[config.mk]
export PLATFORM = sky130hd
export DESIGN_NAME = fp_norm_round
export DESIGN_NICKNAME = d
export VERILOG_FILES = /design/src/rtl/fp_norm_round.sv
export SDC_FILE = /design/constraint.sdc
export NUM_CORES = 1
export LEC_CHECK = 0
export BUFFER_PORTS_ARGS = -buffer_cell sky130_fd_sc_hd__buf_2
export CORE_UTILIZATION = 28
export DETAILED_ROUTE_END_ITERATION = 10
export SLEW_MARGIN = 0
export SYNTH_ARGS = -nofsm -noshare
export SYNTH_HDL_FRONTEND = slang
export SYNTH_SLANG_ARGS = --single-unit
[constraint.sdc]
create_clock -name clk_i -period 4.04 [get_ports clk_i]
set_clock_uncertainty 0.15 [all_clocks]
set_input_delay 0.606 -clock clk_i [delete_from_list [all_inputs] [get_ports clk_i]]
set_output_delay 0.606 -clock clk_i [all_outputs]
set_load 0.005 [all_outputs]
[src/rtl/fp_norm_round.sv]
// Normalize-and-round stage of the single-precision FP adder.
// Renormalizes one bit per cycle, rounds to nearest-even and packs a binary32 result.
module fp_norm_round (
   input  logic        clk_i,
   input  logic        rst_ni,
   input  logic        in_valid_i,
   output logic        in_ready_o,
   input  logic [24:0] sum_i,
   input  logic [7:0]  exp_i,
   input  logic        sign_i,
   input  logic [2:0]  grs_i,
   output logic        out_valid_o,
   input  logic        out_ready_i,
   output logic [31:0] result_o,
   output logic [3:0]  flags_o
);

   localparam logic [1:0] IDLE  = 2'd0;
   localparam logic [1:0] NORM  = 2'd1;
   localparam logic [1:0] ROUND = 2'd2;
   localparam logic [1:0] DONE  = 2'd3;

   logic [1:0]  state;
   logic [24:0] sig;
   logic [8:0]  exp;
   logic        sgn;
   logic        g, r, s;

   function automatic logic rne_inc(input logic gb, input logic rb, input logic sb, input logic lsb);
      return gb & (rb | sb | lsb);
   endfunction

   logic [24:0] sig_inc, sig_rnd;
   logic [8:0]  exp_rnd;
   logic [7:0]  exp_fld;
   logic        inexact;
   logic [31:0] rnd_result;
   logic [3:0]  rnd_flags;

   always_comb begin
      sig_inc    = sig + {24'd0, rne_inc(g, r, s, sig[0])};
      sig_rnd    = sig_inc;
      exp_rnd    = exp;
      inexact    = g | r | s;
      exp_fld    = 8'h00;
      rnd_result = 32'h0;
      rnd_flags  = 4'h0;
      if (sig_inc[24]) begin
         sig_rnd = sig_inc >> 1;
         exp_rnd = exp + 9'd1;
      end
      if (exp_rnd >= 9'd255) begin
         rnd_result = {sgn, 8'hFF, 23'h0};
         rnd_flags  = 4'b1010;
      end else begin
         // Missing hidden bit means a subnormal: exponent field forced to 0.
         exp_fld    = sig_rnd[23] ? exp_rnd[7:0] : 8'h00;
         rnd_result = {sgn, exp_fld, sig_rnd[22:0]};
         rnd_flags  = {1'b0, (exp_fld == 8'h00) & inexact, inexact, 1'b0};
      end
   end

   assign in_ready_o  = (state == IDLE);
   assign out_valid_o = (state == DONE);

   always_ff @(posedge clk_i or negedge rst_ni) begin
      if (!rst_ni) begin
         state    <= IDLE;
         sig      <= 25'd0;
         exp      <= 9'd0;
         sgn      <= 1'b0;
         g        <= 1'b0;
         r        <= 1'b0;
         s        <= 1'b0;
         result_o <= 32'h0;
         flags_o  <= 4'h0;
      end else begin
         case (state)
            IDLE: begin
               if (in_valid_i) begin
                  sig   <= sum_i;
                  exp   <= {1'b0, exp_i};
                  sgn   <= sign_i;
                  {g, r, s} <= grs_i;
                  state <= NORM;
               end
            end
            NORM: begin
               if (sig == 25'd0 && !(g | r | s)) begin
                  result_o <= 32'h0;
                  flags_o  <= 4'b0001;
                  state    <= DONE;
               end else if (sig[24]) begin
                  // Carry shift counts as a normalization cycle; the next pass sees bit 23 set.
                  sig <= sig >> 1;
                  g   <= sig[0];
                  r   <= g;
                  s   <= r | s;
                  exp <= exp + 9'd1;
               end else if (!sig[23] && exp > 9'd1) begin
                  sig <= {sig[23:0], g};
                  g   <= r;
                  r   <= 1'b0;
                  exp <= exp - 9'd1;
               end else begin
                  state <= ROUND;
               end
            end
            ROUND: begin
               result_o <= rnd_result;
               flags_o  <= rnd_flags;
               state    <= DONE;
            end
            default: begin
               if (out_ready_i) state <= IDLE;
            end
         endcase
      end
   end

endmodule

==> impl_metrics.csv <==
group,metric,value,unit
run_status,status,"complete, no violations",
synthesis,synth_ff_type,"dfrtp_1",
cells_and_area,syn2layout_area_growth,16.2,%
clock_tree,clock_sinks,76,
pwr,finalPower,5.50,mW
synthesis,synthAdderAreaFrac,2.08,%
place,gp_congestion,0.925,
timing,maxSlewViolCount,0,
critical_path,critical_path.max_fanout,23,
synthesis,synthArstFlopShare,100,%
cells_and_area,mostFrequentLayoutCells,"nand2_1 (136), o21ai_0 (77), buf_2 (77), dfrtp_1 (75), nor2_1 (38)",
clock_tree,holdBufCountCts,0,
critical_path,worstSetupEndpointType,"flop",
pwr,p_switching,2.59,mW
routing,ant_nets,0,
routing,remaining_drc_errors,0,
critical_path,path_cells,"and2_1 > ha_1 > nand3_1 > or2_1 > nor4_2 > o2111ai_1 > o211ai_1 > and2b_1 > a32o_1",
cells_and_area,n_fill_cell,2024,
clock_tree,clkLatencyLatePin,0.35,ns
critical_path,reg2reg_slack,0.69,ns
die,core_area,18800,µm²
synthesis,synth_edf_count,0,
cells_and_area,layout-drive-gt1-share,16.8,%
critical_path,r2r-end,"result_o[11]$_DFFE_PN0P_",
die,die_h,141,µm
timing,setup-tns-final,0,ns
timing,period_share,82.9,%
critical_path,reg2reg_from,"sig[0]$_DFFE_PN0P_",
job,cap_violations,0,
critical_path,path_delay_family,"simple AND/OR/NAND/NOR gates",
timing,setup_viol,0,
routing,dr.pass1.iters,5,
grt,antenna_found_initial,0,
pwr,irDropWorstVdd,0.000368,V
cells_and_area,fin_util,33.5,%
synthesis,synth-compound-area-share,27.3,%
cells_and_area,diodes,0,
synthesis,yosysSeqAreaShare,35.0,%
routing,wl_per_cell,16.9,µm
timing,holdWs,0.286,ns
timing,setup_ws,0.691,ns
die,start_util,28.8,%
grt,grtUsageTotal,17.0,%
synthesis,syn_avg_cell_area,7.89,µm²
critical_path,cp-start-kind,"flop",
synthesis,synth_seq_cells,76,
hold_path,hp-class,"in2async",
timing,layout_min_cycle_time,3.35,ns
synthesis,synth-xor-area-share,4.36,%
clock_tree,cts_tree,"built",
synthesis,synth_cell_types,69,
pwr,p_leak,2.57,nW
timing,maxSlewHeadroom,31.8,%
pwr,combinationalPowerShare,51.3,%
synthesis,synth-simple-area-share,23.0,%
routing,num_vias,5252,
pwr,p_seq_share,31.5,%
timing,fmax,299,MHz
grt,grt_max_degree,77,
synthesis,synth.area.mux_share,1.73,%
synthesis,syn_area,5430,µm²
place,hpwl,11900,µm
clock_tree,cts_buffers,9,
cells_and_area,layout_commonest_cell,"nand2_1",
cells_and_area,final_nets,770,
critical_path,arrival,3.48,ns
pwr,p_clk_share,17.2,%
synthesis,yosysWarningCount,0,
critical_path,crit_start,"sig[0]$_DFFE_PN0P_",
clock_tree,clockRootBuffer,"clkbuf_16",
pwr,power_per_cell_area,873,nW/µm²
grt,gr-total-overflow,0,
synthesis,synth_top_family_by_area,"compound AO/OA/AOI/OAI gates",
pwr,internal_power,2.91,mW
routing,wl,16700,µm
pwr,switching_share,47.1,%
timing,worst_pin_slew,1.02,ns
critical_path,cpMaxStageDelayCell,"and2b_1",
critical_path,setup.worst_path.end,"result_o[11]$_DFFE_PN0P_",
routing,viasPerCell,5.33,
synthesis,synth_nets,738,
critical_path,crit_cells,9,
clock_tree,path_clk_slew,0.06,ns
timing,hold_violations,0,
die,fp.dieW,141,µm
clock_tree,cts_resized,0,
die,design.die.area,19900,µm²
timing,rsz0062_at_grt,"no",
place,io_buffers,78,
place,dpl_worst_slack,0.735,ns
die,pin_count,79,
clock_tree,cts_setup_buffers,0,
grt,grt_pass1_wl,26500,µm
critical_path,crit_buf_inv,0,
synthesis,netlist_instances,688,
critical_path,required,4.17,ns
critical_path,r2r_cells,9,
routing,drt_iter0_drc,402,
clock_tree,cts_buffer_depth,2,
clock_tree,htreeDepth,3,
grt,grt_pass1_vias,4761,
critical_path,path_class,"reg2reg",
die,rows,50,
critical_path,slowest_delay,0.68,ns
worst min-delay path by stage:
stage	cells after the start	end	slack (ns)	startpoint
floorplan	0	exp[0]$_DFFE_PN0P_	0.16	rst_ni
global placement	1	result_o[14]$_DFFE_PN0P_	0.32	result_o[14]$_DFFE_PN0P_
detailed placement	1	flags_o[1]$_DFFE_PN0P_	0.32	flags_o[1]$_DFFE_PN0P_
CTS	1	exp[2]$_DFFE_PN0P_	0.32	rst_ni
global route	1	flags_o[1]$_DFFE_PN0P_	0.35	flags_o[1]$_DFFE_PN0P_
finish	1	exp[2]$_DFFE_PN0P_	0.29	rst_ni
sequential cells by signal (all words and copies together), names as in the netlist:
signal / cells
result_o: 32
sgn: 1
s: 1
r: 1
exp: 9
flags_o: 4
state: 2
sig: 25
g: 1
power groups by stage:
stage	clock network [mW]	logic, mW	registers, mW
floorplan	0	2.35	1.34
global placement	0	2.76	1.73
detailed placement	0	2.79	1.73
CTS	0.969	2.82	1.72
global route	1.01	3.15	1.80
finish	0.948	2.82	1.73
metal layers:
metal | track usage [%] | vias up | wire (µm)
li1 | - | 2568 | -
met1 | 25.3 | 2491 | 8300
met5 | 0 | - | 0
met2 | 23.4 | 176 | 6910
met4 | 6.18 | 0 | 256
met3 | 4.08 | 17 | 1190
synthesized netlist by cell type, drive strengths merged (7+ instances only):
cell type | n | area share, %
a221o | 7 | 1.3
and3 | 9 | 1.0
nand2 | 136 | 9.4
ha | 9 | 2.1
nor3 | 14 | 1.4
a21oi | 27 | 2.5
o311ai | 7 | 1.1
dfrtp | 76 | 35
nand3 | 16 | 1.6
buf | 27 | 2.7
o211ai | 25 | 3.5
inv | 11 | 0.76
nand4 | 16 | 1.8
nor2 | 39 | 2.7
o21ai | 78 | 7.2
a22o | 8 | 1.3
clkbuf | 44 | 3.0
a32o | 17 | 3.1
xnor2 | 15 | 2.4
xor2 | 12 | 1.9
nor4 | 10 | 1.3
logic make-up after synthesis:
logic type	after synthesis
xor gates and xnor gates	27
AOI/OAI and AO/OA	216
DFF	76
and+or+nand+nor	268
adders and majority gates	9
buffers and inverters	83
muxes	9
layout make-up:
type	instances	area, µm²	area share, %
multi-input combinational	529	3170	50.3
sequential	76	1900	30.2
clock buffer	12	256	4.07
clock inverter	4	95.1	1.51
tap	260	325	5.16
inverter	12	45.0	0.714
timing repair buffer	92	510	8.09
per-stage QoR:
| stage | cells | area (µm²) |
|---|---|---|
| 2_1_floorplan | 688 | 5430 |
| 6_report | 985 | 6310 |
| 4_1_cts | 985 | 6310 |
| 5_1_grt | 985 | 6310 |
| 3_5_place_dp | 969 | 5960 |
| 3_3_place_gp | 969 | 5960 |
Power figures use the tool's default switching activity.
